[src/rtl/core_bus_pkg.sv]
// Shared types for the core-side memory bus: arbiter states, owner tags
// and the request payload carried from a requester to the memory port.
package core_bus_pkg;

    typedef enum logic [1:0] {
        ARB_IDLE  = 2'd0,
        ARB_INSTR = 2'd1,
        ARB_DATA  = 2'd2
    } arb_state_e;

    // Owner tag stored per granted transaction
    localparam logic TAG_INSTR = 1'b0;
    localparam logic TAG_DATA  = 1'b1;

    typedef struct packed {
        logic        we;
        logic [3:0]  be;
        logic [31:0] addr;
        logic [31:0] wdata;
    } bus_req_t;

endpackage

[src/rtl/arb_tag_fifo.sv]
// In-order 1-bit owner-tag FIFO. One entry per granted transaction;
// the head entry tells which requester the next response belongs to.
module arb_tag_fifo #(
    parameter int DEPTH = 2
) (
    input  logic                           clk,
    input  logic                           rst,
    input  logic                           push_i,
    input  logic                           tag_i,
    input  logic                           pop_i,
    output logic                           full_o,
    output logic                           empty_o,
    output logic [$clog2(DEPTH+1)-1:0]     count_o,
    output logic                           head_o
);

    localparam int CNT_W = $clog2(DEPTH + 1);
    localparam int PTR_W = (DEPTH > 1) ? $clog2(DEPTH) : 1;

    logic [DEPTH-1:0] tags_q, tags_d;
    logic [PTR_W-1:0] wr_ptr_q, wr_ptr_d;
    logic [PTR_W-1:0] rd_ptr_q, rd_ptr_d;
    logic [CNT_W-1:0] cnt_q, cnt_d;
    logic             do_push, do_pop;

    // Circular pointer advance; DEPTH need not be a power of two
    function automatic logic [PTR_W-1:0] ptr_inc(input logic [PTR_W-1:0] p);
        return (p == PTR_W'(DEPTH - 1)) ? '0 : p + PTR_W'(1);
    endfunction

    assign full_o  = (cnt_q == CNT_W'(DEPTH));
    assign empty_o = (cnt_q == '0);
    assign count_o = cnt_q;
    assign head_o  = tags_q[rd_ptr_q];

    // Next-state for storage, pointers and occupancy
    always_comb begin
        tags_d   = tags_q;
        wr_ptr_d = wr_ptr_q;
        rd_ptr_d = rd_ptr_q;
        cnt_d    = cnt_q;
        do_push  = push_i & ~full_o;
        do_pop   = pop_i & ~empty_o;
        if (do_push) begin
            tags_d[wr_ptr_q] = tag_i;
            wr_ptr_d         = ptr_inc(wr_ptr_q);
        end
        if (do_pop) begin
            rd_ptr_d = ptr_inc(rd_ptr_q);
        end
        case ({do_push, do_pop})
            2'b10:   cnt_d = cnt_q + CNT_W'(1);
            2'b01:   cnt_d = cnt_q - CNT_W'(1);
            default: cnt_d = cnt_q;
        endcase
    end

    // FIFO state registers
    always_ff @(posedge clk or posedge rst) begin
        if (rst) begin
            tags_q   <= '0;
            wr_ptr_q <= '0;
            rd_ptr_q <= '0;
            cnt_q    <= '0;
        end else begin
            tags_q   <= tags_d;
            wr_ptr_q <= wr_ptr_d;
            rd_ptr_q <= rd_ptr_d;
            cnt_q    <= cnt_d;
        end
    end

endmodule

[src/rtl/mem_port_arbiter.sv]
// Shares one req/gnt/rvalid memory port between the fetch (instr) and
// LSU (data) requesters. Data wins by default; fetch is forced through
// after STARVE_LIMIT consecutive data grants while it waits. Responses
// are routed back in order using a tag FIFO.
module mem_port_arbiter
    import core_bus_pkg::*;
#(
    parameter int MAX_OUTSTANDING = 2,
    parameter int STARVE_LIMIT    = 4
) (
    input  logic                                   clk,
    input  logic                                   rst,
    input  logic                                   instr_req_i,
    input  logic [31:0]                            instr_addr_i,
    output logic                                   instr_gnt_o,
    output logic                                   instr_rvalid_o,
    output logic [31:0]                            instr_rdata_o,
    output logic                                   instr_err_o,
    input  logic                                   data_req_i,
    input  logic                                   data_we_i,
    input  logic [3:0]                             data_be_i,
    input  logic [31:0]                            data_addr_i,
    input  logic [31:0]                            data_wdata_i,
    output logic                                   data_gnt_o,
    output logic                                   data_rvalid_o,
    output logic [31:0]                            data_rdata_o,
    output logic                                   data_err_o,
    output logic                                   mem_req_o,
    output logic                                   mem_we_o,
    output logic [3:0]                             mem_be_o,
    output logic [31:0]                            mem_addr_o,
    output logic [31:0]                            mem_wdata_o,
    input  logic                                   mem_gnt_i,
    input  logic                                   mem_rvalid_i,
    input  logic [31:0]                            mem_rdata_i,
    input  logic                                   mem_err_i,
    output logic [$clog2(MAX_OUTSTANDING+1)-1:0]   outstanding_o
);

    arb_state_e state_q, state_d;
    logic [3:0] starve_q, starve_d;
    logic       sel_instr, sel_data;
    logic       starved;
    logic       txn, instr_txn, data_txn;
    logic       fifo_full, fifo_empty, fifo_head;
    logic       rsp_ok;
    bus_req_t   req_sel;

    // Fetch is starved once the guard counter saturates and it is still waiting
    assign starved = (starve_q == 4'(STARVE_LIMIT)) & instr_req_i;

    // Requester selection: free choice in IDLE, locked while a request is held
    always_comb begin
        sel_instr = 1'b0;
        sel_data  = 1'b0;
        case (state_q)
            ARB_INSTR: sel_instr = 1'b1;
            ARB_DATA:  sel_data  = 1'b1;
            default: begin
                if (!fifo_full) begin
                    if (data_req_i && !starved) begin
                        sel_data = 1'b1;
                    end else if (instr_req_i) begin
                        sel_instr = 1'b1;
                    end
                end
            end
        endcase
    end

    // Forward the selected requester's payload; fetch is a full-word read
    always_comb begin
        req_sel = '0;
        if (sel_data) begin
            req_sel.we    = data_we_i;
            req_sel.be    = data_be_i;
            req_sel.addr  = data_addr_i;
            req_sel.wdata = data_wdata_i;
        end else if (sel_instr) begin
            req_sel.we    = 1'b0;
            req_sel.be    = 4'hF;
            req_sel.addr  = instr_addr_i;
            req_sel.wdata = '0;
        end
    end

    assign mem_req_o   = sel_instr | sel_data;
    assign mem_we_o    = req_sel.we;
    assign mem_be_o    = req_sel.be;
    assign mem_addr_o  = req_sel.addr;
    assign mem_wdata_o = req_sel.wdata;

    assign instr_gnt_o = mem_gnt_i & sel_instr;
    assign data_gnt_o  = mem_gnt_i & sel_data;
    assign txn         = mem_req_o & mem_gnt_i;
    assign instr_txn   = instr_gnt_o;
    assign data_txn    = data_gnt_o;

    // Arbiter next state: lock onto an ungranted request until memory accepts it
    always_comb begin
        state_d = state_q;
        case (state_q)
            ARB_IDLE: begin
                if (sel_data && !mem_gnt_i) begin
                    state_d = ARB_DATA;
                end else if (sel_instr && !mem_gnt_i) begin
                    state_d = ARB_INSTR;
                end
            end
            ARB_INSTR, ARB_DATA: begin
                if (mem_gnt_i) begin
                    state_d = ARB_IDLE;
                end
            end
            default: state_d = ARB_IDLE;
        endcase
    end

    // Starvation guard: counts data wins while fetch waits, saturating
    always_comb begin
        starve_d = starve_q;
        if (!instr_req_i || instr_txn) begin
            starve_d = '0;
        end else if (data_txn && (starve_q != 4'(STARVE_LIMIT))) begin
            starve_d = starve_q + 4'd1;
        end
    end

    // Arbiter state and starvation counter registers
    always_ff @(posedge clk or posedge rst) begin
        if (rst) begin
            state_q  <= ARB_IDLE;
            starve_q <= '0;
        end else begin
            state_q  <= state_d;
            starve_q <= starve_d;
        end
    end

    arb_tag_fifo #(
        .DEPTH (MAX_OUTSTANDING)
    ) u_tag_fifo (
        .clk     (clk),
        .rst     (rst),
        .push_i  (txn),
        .tag_i   (sel_data ? TAG_DATA : TAG_INSTR),
        .pop_i   (mem_rvalid_i),
        .full_o  (fifo_full),
        .empty_o (fifo_empty),
        .count_o (outstanding_o),
        .head_o  (fifo_head)
    );

    // A response with nothing outstanding has no owner and is dropped
    assign rsp_ok = mem_rvalid_i & ~fifo_empty;

    assign instr_rvalid_o = rsp_ok & (fifo_head == TAG_INSTR);
    assign instr_rdata_o  = instr_rvalid_o ? mem_rdata_i : '0;
    assign instr_err_o    = instr_rvalid_o & mem_err_i;
    assign data_rvalid_o  = rsp_ok & (fifo_head == TAG_DATA);
    assign data_rdata_o   = data_rvalid_o ? mem_rdata_i : '0;
    assign data_err_o     = data_rvalid_o & mem_err_i;

`ifndef SYNTHESIS
    // Flag ownerless responses (expected only after a mid-transaction reset)
    a_rvalid_owner: assert property (@(posedge clk) disable iff (rst)
        !(mem_rvalid_i && fifo_empty))
        else $warning("mem_port_arbiter: response with no outstanding transaction dropped");
`endif

endmodule

[config.mk]
export PLATFORM = sky130hd
export DESIGN_NAME = mem_port_arbiter
export DESIGN_NICKNAME = d
export VERILOG_FILES = /design/src/rtl/core_bus_pkg.sv /design/src/rtl/arb_tag_fifo.sv /design/src/rtl/mem_port_arbiter.sv
export SDC_FILE = /design/constraint.sdc
export NUM_CORES = 1
export LEC_CHECK = 0
export BUFFER_PORTS_ARGS = -buffer_cell sky130_fd_sc_hd__buf_2
export CAP_MARGIN = 20
export CORE_AREA = 2 2 110 112
export DETAILED_ROUTE_END_ITERATION = 6
export DIE_AREA = 0 0 112 114
export GPL_ROUTABILITY_DRIVEN = 0
export RECOVER_POWER = 100
export REMOVE_ABC_BUFFERS = 1
export SYNTH_ARGS = -nofsm -noshare
export SYNTH_HDL_FRONTEND = slang
export SYNTH_SLANG_ARGS = --single-unit
[constraint.sdc]
create_clock -name clk -period 2.7 [get_ports clk]
set_input_delay 0.135 -clock clk [delete_from_list [all_inputs] [get_ports clk]]
set_output_delay 0.135 -clock clk [all_outputs]
set_load 0.01 [all_outputs]
# Word level (Yosys, flattened, before mapping)
# Cells that the tools add are included.
[totals] register_bits=12 latch_bits=0 ramBits=0 romBits=0 input_bits=140 output_inout_bits=142 word_cells=78 n_memories=0
[classes] add_sub_neg=5 mul=0 n_div=0 magnitude_cmp=3 eq_ne=9 shift=0 n_mux=26 bitwise_logic=14 reduce_logical=15
[op_table] operator="$mux 69" count=1
[op_table] operator="$mux 68" count=1
[op_table] operator="$mux 32" count=2
[op_table] operator="$mux 1" count=11
[op_table] operator="$and 1x1->1" count=10
[op_table] operator="$mux 4" count=2
[op_table] operator="$pmux 2 s2" count=2
[op_table] operator="$eq 2x2->1 const B" count=3
[op_table] operator="$mux 2" count=3
[op_table] operator="$logic_and 1x1->1" count=5
[op_table] operator="$add 4x1->4 const B" count=1
[op_table] operator="$eq 2x1->1 const B" count=2
[op_table] operator="$eq 4x3->1 const B" count=1
[op_table] operator="$logic_not 2->1" count=2
[op_table] operator="$lt 1x2->1 const B" count=2
[op_table] operator="$ne 4x3->1 const B" count=1
[op_table] operator="$pmux 1 s2" count=2
[op_table] operator="$reduce_bool 2->1" count=2
[op_table] operator="$logic_not 1->1" count=3
[op_table] operator="$ne 3x3->1 const B" count=1
[op_table] operator="$not 1->1" count=3
[op_table] operator="$add 1x1->1 const B" count=2
[op_table] operator="$add 2x1->2 const B" count=1
[op_table] operator="$bwmux 2" count=1
[op_table] operator="other kinds (8)" count=8

# Logic depth before layout (Yosys ltp)
# Gate-level depths: netlist of the first run.
[logic_depth] word_depth=12 ltp_mapped=9 depth_no_buf=8

# Modules after synthesis
# Synthesis of the first run repeated with hierarchy kept, for this count alone.
[unflattened] hier_cells=237 hier_area_um2=1785.5
[by_module_without_submodules] mod="mem_port_arbiter" n_inst=1 cells_each=213 area_each_um2=1498.9 seq_area_each_um2=150.1
[by_module_without_submodules] mod="arb_tag_fifo" n_inst=1 cells_each=24 area_each_um2=286.5 seq_area_each_um2=150.1

# Worst setup path after synthesis of the first run
# OpenSTA, ideal clock, no wires.
[synth_path] kind="flip-flop to flip-flop" start="register state_q[0]" end="register u_tag_fifo.cnt_q[1], in the netlist u_tag_fifo.count_o[1]" setup_ns=0.128 t_arrival_ns=2.019 t_required_ns=2.572 setup_slack_ns=0.552 stages_incl_launch_ff=10 path_buffers=1 period_less_slack_ns=2.148 cell_sequence="dfrtp_1 > inv_1 > ha_1 > buf_6 > o21bai_1 > a211o_1 > ha_1 > xnor2_1 > nor2_1 > xor2_1"
[synth_via] elab_chain_cells=7 elab_cells_between_ends=11 cone_classes="eq/ne (4); mux (3); bitwise (3); reduce/logical (1)"
[synth_rtl] element="start, declared" line="mem_port_arbiter.sv:40" source="arb_state_e state_q, state_d;"
[synth_rtl] element="start signal, assigned" line="mem_port_arbiter.sv:135" source="state_q <= state_d;"
[synth_rtl] element="$eq 2x2->1 / $eq 2x1->1 (equally long branches)" line="mem_port_arbiter.sv:56" source="case (state_q)"
[synth_rtl] element="$pmux 1 s2" line="mem_port_arbiter.sv:56"
[synth_rtl] element="$or 1x1->1 *" line="mem_port_arbiter.sv:87" source="assign mem_req_o = sel_instr | sel_data;"
[synth_rtl] element="$and 1x1->1 *" line="mem_port_arbiter.sv:95" source="assign txn = mem_req_o & mem_gnt_i;"
[synth_rtl] element="$and 1x1->1 *" line="arb_tag_fifo.sv:42" source="do_push = push_i & ~full_o;"
[synth_rtl] element="$eq 2x1->1 / $eq 2x2->1 (equally long branches)" line="arb_tag_fifo.sv:51" source="case ({do_push, do_pop})"
[synth_rtl] element="$pmux 2 s2 / $reduce_bool 2->1 (equally long branches)"
[synth_rtl] element="end signal, assigned" line="arb_tag_fifo.sv:69" source="cnt_q <= cnt_d;"
[synth_rtl] element="end, declared" line="arb_tag_fifo.sv:23" source="logic [CNT_W-1:0] cnt_q, cnt_d;"
# Every way passes the cells marked *; elsewhere a longest branch is shown, timed or not.
# A chain may end at the register's enable or synchronous reset.

# Worst setup path in the final report of the first run
[layout_path] start="register state_q[0]" end="output port mem_addr_o[17]"
[layout_via] elab_chain_cells=4 elab_cells_between_ends=6 cone_classes="eq/ne (2); mux (4)"
[layout_rtl] element="$eq 2x2->1 / $eq 2x1->1 (equally long branches)" line="mem_port_arbiter.sv:56"
[layout_rtl] element="$pmux 1 s2" line="mem_port_arbiter.sv:56"
[layout_rtl] element="$mux 68" line="mem_port_arbiter.sv:79" source="end else if (sel_instr) begin"
[layout_rtl] element="$mux 69 *" line="mem_port_arbiter.sv:74" source="if (sel_data) begin"
[layout_rtl] element="end, declared" line="mem_port_arbiter.sv:31" source="output logic [31:0] mem_addr_o,"
# Marked as above.

==> results of run 1 <==
[synthesized netlist by cell type (2+ instances only)]
| master | count | area [µm²] |
|---|---|---|
| sky130_fd_sc_hd__nor2_1 | 13 | 48.8 |
| sky130_fd_sc_hd__nand3_1 | 2 | 10.0 |
| sky130_fd_sc_hd__nand2_1 | 3 | 11.3 |
| sky130_fd_sc_hd__ha_1 | 6 | 75.1 |
| sky130_fd_sc_hd__a22o_1 | 32 | 280 |
| sky130_fd_sc_hd__a21oi_1 | 4 | 20.0 |
| sky130_fd_sc_hd__buf_4 | 2 | 15.0 |
| sky130_fd_sc_hd__o21ai_1 | 6 | 30.0 |
| sky130_fd_sc_hd__o31ai_1 | 4 | 30.0 |
| sky130_fd_sc_hd__dfrtp_1 | 12 | 300 |
| sky130_fd_sc_hd__and2_1 | 99 | 619 |
| sky130_fd_sc_hd__inv_1 | 11 | 41.3 |
| sky130_fd_sc_hd__buf_6 | 4 | 45.0 |
| sky130_fd_sc_hd__clkbuf_1 | 12 | 45.0 |
| sky130_fd_sc_hd__xnor2_1 | 4 | 35.0 |
| sky130_fd_sc_hd__o211ai_1 | 2 | 15.0 |
[logic make-up (layout without fill, tap and decap cells)]
kind of cell               after synthesis  in the layout  share of synthesized area, %
and+or+nand+nor                        128            128                          41.5
AOI/OAI and AO/OA                       61             61                          27.6
buffers and inverters                   30            300                          8.06
DFF                                     12             12                          16.0
adders and majority gates                6              6                          3.99
xor gates and xnor gates                 5              5                          2.33
muxes                                    1              1                         0.533
[power by group through the flow]
stage / sequential [µW] / clock, µW / combinational (µW)
5_1_grt: 320 / 317 / 2340
4_1_cts: 309 / 309 / 2330
3_5_place_dp: 312 / 0 / 2320
6_report: 306 / 304 / 2140
2_1_floorplan: 301 / 0 / 1360
3_3_place_gp: 310 / 0 / 2320
[per-layer routing]
layer  global-route usage [%]  wire length, µm  vias up  share of wire (%)
li1                         -                -     1372                  -
met1                     17.2             4050     1220                 47
met2                     17.0             4090       88                 47
met3                     1.43              453        4                5.3
met4                    0.976               23        2               0.27
met5                        0                9        -               0.10
[per-stage QoR]
stage                     instances  hold slack (ps)  power, µW  cell area, µm²
after global routing            660              221       2980            3330
after floorplan                 224           -0.301       1660            1770
final                           660              195       2750            3330
after CTS                       660              193       2940            3490
after detailed placement        655              179       2630            3400
after global placement          655              180       2630            3400
[cell type report]
type / count / area share (%)
multi-input cells: 201 / 42.8
flip-flops and latches: 12 / 9.02
inverters: 11 / 1.24
clock buffers: 4 / 2.67
repair buffers: 285 / 38.8
well taps: 147 / 5.52
[registers in the layout, summed over array words and instances (netlist names)]
signal	count
u_tag_fifo.count_o	2
starve_q	4
u_tag_fifo.tags_q	2
state_q	2
u_tag_fifo.rd_ptr_q	1
u_tag_fifo.wr_ptr_q	1
[path summary, 6_finish.rpt]
path,slack [ps],cells after the start,end,start
min in group asynchronous,450,3,starve_q[0],rst
hold reg to reg,490,1,u_tag_fifo.rd_ptr_q,u_tag_fifo.rd_ptr_q
setup / recovery,130,6,mem_addr_o[17],state_q[0]
max in group asynchronous,1920,3,u_tag_fifo.tags_q[1],rst
setup reg to reg,310,7,u_tag_fifo.count_o[1],state_q[0]
hold / removal,200,2,state_q[0],mem_gnt_i
[worst max-delay path: stages, from the launching register on]
cell and delay, ps:
sky130_fd_sc_hd__dfrtp_1 370, sky130_fd_sc_hd__inv_1 80, sky130_fd_sc_hd__ha_1 510, sky130_fd_sc_hd__a2111oi_4 440, sky130_fd_sc_hd__a31o_4 390, sky130_fd_sc_hd__a22o_1 210, sky130_fd_sc_hd__clkbuf_1 170
==> flow_summary_export.csv, run 1 <==
group,metric,value,unit
run_status,outcome,"finished clean",
cts,number_of_cts_inserted_buffers,3,
logic_synthesis,syn-instance-count,243,
cts,clock_tree_root_buffer_cell,"sky130_fd_sc_hd__clkbuf_16",
setup_path,critical_path_arrival,2440,ps
cts,cts-resized-gates,0,
placement,dp_hpwl,7180,µm
final_layout,final.fill_count,1385,
floorplan,fp.dieW,112,µm
final_layout,design.final.nets,660,
timing,finalMaxSlewViolations,0,
logic_synthesis,post_synth_num_cell_types,43,
final_layout,multi_input_area,0.00142,mm²
logic_synthesis,synth.yosys.seq_area_share,16.0,%
final_layout,leading_cell_types_in_the_layout_fill_and_taps_excluded,"sky130_fd_sc_hd__buf_2 (164), sky130_fd_sc_hd__clkbuf_1 (117), sky130_fd_sc_hd__and2_1 (79), sky130_fd_sc_hd__a22o_1 (32), sky130_fd_sc_hd__and2_0 (20)",
logic_synthesis,synth_top_flop_cell,"sky130_fd_sc_hd__dfrtp_1",
global_routing,grt_start_max_net_pins,67,
final_layout,final_common_cell,"sky130_fd_sc_hd__buf_2",
route,antenna_left,0,
placement,place_ws,383,ps
cts,clock_sink_count,12,
route,drt-initial-drc-count,132,
logic_synthesis,synth.avg_cell_area,7.73,µm²
floorplan,floorplan.io_pins,282,
setup_path,cp-end-kind,"output pin",
power_and_ir_drop,share_clk_of_total_power,11.0,%
final_layout,synthesis_to_finish_area_growth,77.2,%
timing,final_min_period,2570,ps
timing,achievable-frequency,0.389,GHz
floorplan,area_of_the_placeable_core,0.0117,mm²
cts,post-cts-setup-buffers,0,
timing,setup_total_negative_slack,0,ps
floorplan,die_h,114,µm
timing,period_share,95.3,%
cts,clk_pin_slew_worst_paths,50,ps
global_routing,initial_antenna_violation_count,1,
timing,hold_viol,0,
setup_path,criticalPathCategory,"flop to output pin",
route,vias_per_cell,4.07,
setup_path,path_max_fanout,32,
power_and_ir_drop,power_frac_comb,77.9,%
power_and_ir_drop,power.switching_fraction,51.4,%
route,finalWirelength,8630,µm
setup_path,startpoint_type,"flop",
logic_synthesis,ys_warn_count,0,
global_routing,grt_use_total,11.1,%
job,drv_cap,0,
floorplan,initial_utilization,16.0,%
cts,post_cts_hold_buffer_count,1,
timing,unrepaired_setup_endpoints_after_global_routing,"false",
cts,cts_tree,"built",
timing,tightest_slew,664,ps
power_and_ir_drop,leakagePower,0.00162,µW
global_routing,grt_first_pass_wirelength,11700,µm
hold_path,min_path_type,"primary input to flop",
route,drcViolationCount,0,
route,total_vias_in_the_final_route,2686,
route,detail_route.first_pass.iterations,5,
final_layout,final_layout_size_suffix_gt1_share,34.5,%
timing,pnr_worst_setup_slack,128,ps
logic_synthesis,ys_seq_elements,12,
global_routing,grt_overflow,0,
power_and_ir_drop,p_sw,1420,µW
timing,setup_viol_count_final,0,
cts,cts_htree_levels,1,
floorplan,placementRows,40,
power_and_ir_drop,vdd_ir_drop_max,465,µV
route,wl_per_cell,13.1,µm
timing,slew_headroom,55.7,%
global_routing,via_count_of_the_first_global_routing_pass,2089,
final_layout,ant_diodes,0,
timing,timing.clock.skew,6.96,ps
logic_synthesis,synthArstFlopShare,100,%
logic_synthesis,synth_edf_count,0,
power_and_ir_drop,seq_power_share,11.1,%
cts,clk_latency,240,ps
power_and_ir_drop,power_per_standard_cell_area,827,mW/mm²
cts,clockBufferDepth,2,
logic_synthesis,mappedNetlistArea,0.00188,mm²
setup_path,worst-endpoint-required,2570,ps
final_layout,post-route-util,28.4,%
power_and_ir_drop,internal_power,1340,µW
floorplan,dieArea,0.0128,mm²
placement,numPortBuffers,281,
final_layout,sequential_cell_area,300,µm²
No activity file was read; power rests on OpenSTA's default activity.
==> inputs of run 2 (changes only) <==
--- a/config.mk
+++ b/config.mk
@@ -7,12 +7,13 @@
 export LEC_CHECK = 0
 export BUFFER_PORTS_ARGS = -buffer_cell sky130_fd_sc_hd__buf_2
 export CAP_MARGIN = 20
-export CORE_AREA = 2 2 110 112
+export CORE_AREA = 2 2 109 111
 export DETAILED_ROUTE_END_ITERATION = 6
-export DIE_AREA = 0 0 112 114
+export DIE_AREA = 0 0 111 113
 export GPL_ROUTABILITY_DRIVEN = 0
 export RECOVER_POWER = 100
 export REMOVE_ABC_BUFFERS = 1
 export SYNTH_ARGS = -nofsm -noshare
 export SYNTH_HDL_FRONTEND = slang
+export SYNTH_HIERARCHICAL = 1
 export SYNTH_SLANG_ARGS = --single-unit
==> run 2 against run 1 <==
Effect of this change:
- die area down 1.8%
- core utilization increased by 1.2 points
- register-to-register slack worse by 50 ps
- wire length grew 27%
- sequential share of layout area is essentially flat
- maximum frequency is essentially flat
- highest routed layer is now met4
- final cell count shrank 1.2%
- worst setup slack lost 0.85 ps
- critical path depth rose by 2
- global-route usage grew 4.2 points
- clock skew shrank 5.4 ps
==> flow_summary_export.csv, run 2 <==
group,metric,value,unit
global_routing,grt_first_pass_wirelength,15200,µm
timing,setup_viol_count_final,0,
final_layout,largest_reg_by_ff_count,"starve_q",
setup_path,critical_path_arrival,2440,ps
setup_path,timing.critical_path.from,"starve_q[0]",
route,wl_per_cell,16.8,µm
floorplan,fp.dieW,111,µm
timing,hold_viol,0,
route,total_vias_in_the_final_route,2817,
route,finalWirelength,10900,µm
timing,slew_headroom,40.1,%
floorplan,initial_utilization,15.8,%
job,drv_cap,0,
logic_synthesis,synth_top_area_cell,"sky130_fd_sc_hd__and2_1",
placement,dp_hpwl,9170,µm
route,vias_per_cell,4.32,
route,wirelength_met1,4800,µm
route,dr_wl_met3,808,µm
logic_synthesis,synth.avg_cell_area,7.53,µm²
final_layout,design.final.nets,656,
timing,final_min_period,2570,ps
floorplan,area_of_the_placeable_core,0.0113,mm²
power_and_ir_drop,power_per_standard_cell_area,921,mW/mm²
setup_path,startpoint_type,"flop",
cts,number_of_cts_inserted_buffers,3,
placement,place.detailed.instances,646,
route,drcViolationCount,0,
cts,clock_sink_count,12,
timing,period_share,95.3,%
logic_synthesis,synth_top_flop_cell,"sky130_fd_sc_hd__dfrtp_1",
logic_synthesis,ys_warn_count,6,
global_routing,initial_antenna_violation_count,0,
floorplan,floorplan.io_pins,282,
timing,finalMaxSlewViolations,0,
setup_path,criticalPathCategory,"flop to output pin",
logic_synthesis,mappedNetlistArea,0.00179,mm²
setup_path,worst-endpoint-required,2570,ps
global_routing,grt_use_total,15.2,%
logic_synthesis,synthArstFlopShare,100,%
final_layout,ant_diodes,0,
final_layout,post-route-util,29.6,%
logic_synthesis,synth.yosys.seq_area_share,16.8,%
timing,achievable-frequency,0.389,GHz
run_status,outcome,"finished clean",
placement,numPortBuffers,281,
floorplan,dieArea,0.0125,mm²
logic_synthesis,ys_seq_elements,12,
power_and_ir_drop,vdd_ir_drop_max,436,µV
logic_synthesis,yosys-top-cells-count,"sky130_fd_sc_hd__and2_1 (102), sky130_fd_sc_hd__a22o_1 (32), sky130_fd_sc_hd__clkbuf_1 (15)",
cts,clockBufferDepth,2,
timing,tightest_slew,899,ps
floorplan,placementRows,39,
final_layout,final_area,0.00334,mm²
route,detail_route.first_pass.iterations,5,
hold_path,min_path_type,"primary input to flop",
cts,clk_pin_slew_worst_paths,40,ps
setup_path,ff2ff_setup_slack,260,ps
timing,unrepaired_setup_endpoints_after_global_routing,"false",
route,antenna_left,0,
logic_synthesis,top_area_cell_type_share_of_the_netlist_area,35.7,%
global_routing,grt_start_max_net_pins,72,
cts,cts_tree,"built",
global_routing,via_count_of_the_first_global_routing_pass,2632,
final_layout,largest_register_ff_count,4,
route,drt-initial-drc-count,126,
floorplan,die_h,113,µm
cts,post-cts-setup-buffers,0,
final_layout,finalNonFillerCells,652,
setup_path,setup.worst_path.end,"mem_addr_o[28]",
final_layout,synthesis_to_finish_area_growth,87.0,%
logic_synthesis,post_synth_num_cell_types,37,
placement,place_area,0.00335,mm²
final_layout,leading_cell_types_in_the_layout_fill_and_taps_excluded,"sky130_fd_sc_hd__buf_2 (174), sky130_fd_sc_hd__clkbuf_1 (102), sky130_fd_sc_hd__and2_1 (77), sky130_fd_sc_hd__a22o_1 (31), sky130_fd_sc_hd__and2_0 (25)",
cts,clock_tree_root_buffer_cell,"sky130_fd_sc_hd__clkbuf_16",
logic_synthesis,synth.area.top_cells,"sky130_fd_sc_hd__and2_1 (36%), sky130_fd_sc_hd__dfrtp_1 (17%), sky130_fd_sc_hd__a22o_1 (16%)",
final_layout,final_common_cell,"sky130_fd_sc_hd__buf_2",
power_and_ir_drop,leakagePower,0.00168,µW
logic_synthesis,synthMostInstantiatedCell,"sky130_fd_sc_hd__and2_1",
logic_synthesis,syn-instance-count,237,
setup_path,critical_path.reg2reg.endpoint,"u_tag_fifo/count_o[1]",
logic_synthesis,synth_edf_count,0,
route,dr_wl_met2,5220,µm
setup_path,r2r-start,"state_q[0]",
timing,timing.clock.skew,1.52,ps
setup_path,path_max_fanout,36,
setup_path,cp-end-kind,"output pin",
cts,clk_latency,240,ps
timing,setup_total_negative_slack,0,ps
final_layout,final_layout_size_suffix_gt1_share,38.3,%
global_routing,grt_overflow,0,
setup_path,ff2ff_path_depth,11,
route,top_layer,"met4",
cts,cts_htree_levels,1,
[run 2: changes by cell type after synthesis, moves of 4 or more]
cell,delta
sky130_fd_sc_hd__o21a_1,+4
sky130_fd_sc_hd__nor2_1,-9
sky130_fd_sc_hd__o21ai_1,-4
sky130_fd_sc_hd__buf_6,-4
sky130_fd_sc_hd__o21ai_0,+5
[run 2: power breakdown]
part / switching (µW) / internal, µW
Clock: 76.9 / 223
Combinational: 1470 / 1010
Sequential: 54.5 / 243
[run 2: logic make-up after synthesis]
logic type	synth area share [%]
compound gates	24.7
xor+xnor	2.45
fa+ha+maj	4.20
buf+inv	6.17
flops	16.8
mux	1.89
simple gates	43.8
[run 2: what timing repair did]
action                                  CTS  global route
resized for setup                         1             1
pin swaps                                 1             0
gates cloned                              0             1
endpoints found under the hold margin    12             0
hold buffers                              1             0
endpoints found under the setup margin    2            10
[run 2: worst min path at each step]
stage / from / endpoint / slack (ps) / depth (start not counted)
after floorplan: rst / starve_q[0] / -70 / 1
after global placement: rst / u_tag_fifo/wr_ptr_q / 60 / 2
after detailed placement: rst / starve_q[1] / 70 / 2
after CTS: mem_gnt_i / state_q[0] / 220 / 2
after global routing: mem_gnt_i / state_q[1] / 250 / 2
final: mem_gnt_i / state_q[1] / 230 / 2
[run 2: layout make-up]
class	count	area, µm²
clock buffers	4	88.8
fillers	1282	7930
multi-input cells	197	1390
inverters	9	33.8
flip-flops and latches	12	300
well taps	143	179
repair buffers	287	1350
[run 2: per-stage QoR]
step | power [µW] | setup WS [ps] | hold WS (ps)
after floorplan | 1690 | 163 | -74.0
after global placement | 2830 | 259 | 64.7
after detailed placement | 2870 | 205 | 70.9
after CTS | 3200 | 38.6 | 222
after global routing | 3310 | 1.56 | 253
final | 3070 | 127 | 228
[run 2: worst max-delay path, cell delays in order, from the launching register on]
cell	delay, ps
sky130_fd_sc_hd__dfrtp_1	410
sky130_fd_sc_hd__inv_1	60
sky130_fd_sc_hd__ha_1	200
sky130_fd_sc_hd__and4b_4	190
sky130_fd_sc_hd__o41a_2	590
sky130_fd_sc_hd__inv_2	150
sky130_fd_sc_hd__buf_12	200
sky130_fd_sc_hd__a22o_2	220
sky130_fd_sc_hd__clkbuf_2	150
[run 2: layer usage]
metal  global-route usage, %  vias up
met3                    2.73       10
li1                        -     1352
met5                       0        -
met2                    25.4      146
met4                    2.75        0
met1                    21.0     1309
==> inputs of run 3 (changes only) <==
--- a/config.mk
+++ b/config.mk
@@ -5,6 +5,7 @@
 export SDC_FILE = /design/constraint.sdc
 export NUM_CORES = 1
 export LEC_CHECK = 0
+export ABC_AREA = 1
 export BUFFER_PORTS_ARGS = -buffer_cell sky130_fd_sc_hd__buf_2
 export CAP_MARGIN = 20
 export CORE_AREA = 2 2 109 111
==> run 3 against run 2 <==
Effect of this change:
- worst setup slack better by 150 ps
- cell area is 3.0% higher
- register-to-register slack better by 170 ps
- sequential power hardly changed
- critical path type unchanged
- wire length is 18% lower
- final cell count is 26% higher
- non-clock buffer count is 1 lower
- largest cell class is now non-clock buffers
- clock-buffer cell count stayed put
- core utilization is 0.90 points higher
- combinational power is 12% lower
- critical endpoint is now mem_addr_o[26]
- clock power hardly changed
==> flow_summary_export.csv, run 3 <==
group,metric,value,unit
hold_path,min_path_type,"primary input to flop",
route,antenna_left,0,
setup_path,critical_path_arrival,2290,ps
floorplan,die_h,113,µm
final_layout,largest_reg_by_ff_count,"starve_q",
final_layout,final_common_cell,"sky130_fd_sc_hd__buf_2",
cts,clock_tree_root_buffer_cell,"sky130_fd_sc_hd__clkbuf_16",
global_routing,grt_start_max_net_pins,38,
route,drcViolationCount,0,
logic_synthesis,synth.avg_cell_area,4.95,µm²
timing,period_share,89.7,%
cts,number_of_cts_inserted_buffers,3,
timing,hold_viol,0,
global_routing,grt_use_total,12.8,%
cts,clk_latency,240,ps
floorplan,dieArea,0.0125,mm²
cts,post-cts-setup-buffers,0,
floorplan,placementRows,39,
setup_path,ff2ff_setup_slack,430,ps
setup_path,r2r-start,"state_q[0]",
timing,setup_total_negative_slack,0,ps
floorplan,floorplan.io_pins,282,
route,wirelength_met1,4210,µm
cts,clockBufferDepth,2,
timing,finalMaxSlewViolations,0,
global_routing,initial_antenna_violation_count,0,
placement,place_ws,547,ps
setup_path,startpoint_type,"flop",
route,dr_wl_met3,537,µm
placement,place_area,0.00353,mm²
timing,unrepaired_setup_endpoints_after_global_routing,"false",
logic_synthesis,post_synth_num_cell_types,21,
route,wl_per_cell,10.9,µm
route,detail_route.first_pass.iterations,5,
logic_synthesis,synthArstFlopShare,100,%
logic_synthesis,yosys-top-cells-count,"sky130_fd_sc_hd__nand2_1 (109), sky130_fd_sc_hd__nor2_1 (102), sky130_fd_sc_hd__inv_1 (92)",
final_layout,leading_cell_types_in_the_layout_fill_and_taps_excluded,"sky130_fd_sc_hd__buf_2 (147), sky130_fd_sc_hd__clkbuf_1 (134), sky130_fd_sc_hd__nand2_1 (112), sky130_fd_sc_hd__nor2_1 (102), sky130_fd_sc_hd__inv_1 (93)",
global_routing,via_count_of_the_first_global_routing_pass,2749,
power_and_ir_drop,power_per_standard_cell_area,812,mW/mm²
cts,clk_pin_slew_worst_paths,40,ps
route,dr_wl_met2,4140,µm
setup_path,worst-endpoint-required,2570,ps
placement,dp_hpwl,7370,µm
final_layout,synthesis_to_finish_area_growth,69.4,%
cts,cts_htree_levels,1,
final_layout,ant_diodes,0,
timing,slew_headroom,34.4,%
route,vias_per_cell,3.84,
job,drv_cap,0,
logic_synthesis,synth_edf_count,0,
logic_synthesis,synth_top_flop_cell,"sky130_fd_sc_hd__dfrtp_1",
logic_synthesis,synthMostInstantiatedCell,"sky130_fd_sc_hd__nand2_1",
final_layout,final_layout_size_suffix_gt1_share,23.8,%
hold_path,min_from,"mem_rvalid_i",
setup_path,criticalPathCategory,"flop to output pin",
logic_synthesis,top_area_cell_type_share_of_the_netlist_area,20.1,%
placement,numPortBuffers,281,
power_and_ir_drop,leakagePower,0.00219,µW
final_layout,final_area,0.00344,mm²
global_routing,grt_first_pass_wirelength,13800,µm
timing,timing.clock.skew,1.45,ps
power_and_ir_drop,vdd_ir_drop_max,413,µV
logic_synthesis,synth.area.top_cells,"sky130_fd_sc_hd__nand2_1 (20%), sky130_fd_sc_hd__nor2_1 (19%), sky130_fd_sc_hd__inv_1 (17%)",
logic_synthesis,synth_top_area_cell,"sky130_fd_sc_hd__nand2_1",
final_layout,design.final.nets,827,
final_layout,largest_register_ff_count,4,
timing,final_min_period,2420,ps
setup_path,path_max_fanout,37,
setup_path,timing.critical_path.from,"state_q[0]",
route,total_vias_in_the_final_route,3163,
power_and_ir_drop,design_power_total,2790,µW
floorplan,area_of_the_placeable_core,0.0113,mm²
route,drt-initial-drc-count,137,
logic_synthesis,ys_warn_count,6,
run_status,outcome,"finished clean",
logic_synthesis,mappedNetlistArea,0.00203,mm²
timing,pnr_worst_setup_slack,277,ps
cts,clock_sink_count,12,
route,top_layer,"met4",
timing,setup_viol_count_final,0,
logic_synthesis,ys_seq_elements,12,
floorplan,fp.dieW,111,µm
floorplan,initial_utilization,18.0,%
global_routing,grt_overflow,0,
logic_synthesis,synth.yosys.seq_area_share,14.8,%
route,finalWirelength,9010,µm
cts,cts_tree,"built",
setup_path,cp-end-kind,"output pin",
logic_synthesis,syn-instance-count,410,
timing,tightest_slew,983,ps
timing,achievable-frequency,0.413,GHz
[run 3: power by group]
| part | switching (µW) | internal [µW] | total (µW) |
|---|---|---|---|
| Clock | 79.3 | 224 | 303 |
| Sequential | 55.9 | 242 | 298 |
| Combinational | 1500 | 694 | 2190 |
[run 3: per-layer routing]
layer | vias up | global-route usage [%]
met3 | 15 | 2.09
met1 | 1301 | 17.7
met2 | 122 | 21.1
li1 | 1725 | -
met5 | - | 0
met4 | 0 | 3.00
[run 3: final timing paths]
check | endpoint | cells after the start
setup / recovery | mem_addr_o[26] | 9
hold / removal | u_tag_fifo/rd_ptr_q | 3
setup reg to reg | u_tag_fifo/count_o[1] | 13
hold reg to reg | u_tag_fifo/tags_q[1] | 2
max in group asynchronous | starve_q[1] | 3
min in group asynchronous | u_tag_fifo/tags_q[1] | 3
[run 3: cell type report]
cell class | instances | area (µm²)
well taps | 143 | 179
fillers | 1346 | 7830
flip-flops and latches | 12 | 300
multi-input cells | 283 | 1240
clock buffers | 4 | 88.8
inverters | 95 | 357
repair buffers | 286 | 1280
[run 3: kinds of logic after synthesis]
kind of cell    count (synthesis)  share of synthesized area [%]
simple gates                  270                           55.8
fa+ha+maj                       6                           3.70
buf+inv                       115                           23.4
xor+xnor                        3                           1.29
flops                          12                           14.8
compound gates                  4                          0.985
[run 3: repair_timing]
action,CTS,global route
endpoints found under the setup margin,0,0
hold endpoints to repair,12,0
hold buffers,1,0
gates resized for setup,0,0
[run 3: through the flow]
stage	hold slack [ps]	instances	utilization, %
after floorplan	-74.0	390	-
after global placement	83.0	818	31.3
after detailed placement	78.5	818	31.3
after CTS	183	823	32.2
after global routing	209	823	30.5
final	185	823	30.5
[run 3: worst max-delay path, stage by stage (launching register included)]
cell,delay [ps]
sky130_fd_sc_hd__dfrtp_1,370
sky130_fd_sc_hd__inv_1,70
sky130_fd_sc_hd__ha_1,360
sky130_fd_sc_hd__nor2_1,150
sky130_fd_sc_hd__nand3_2,80
sky130_fd_sc_hd__nand2_1,210
sky130_fd_sc_hd__buf_4,410
sky130_fd_sc_hd__nand2_1,100
sky130_fd_sc_hd__nand2_1,80
sky130_fd_sc_hd__clkbuf_1,180
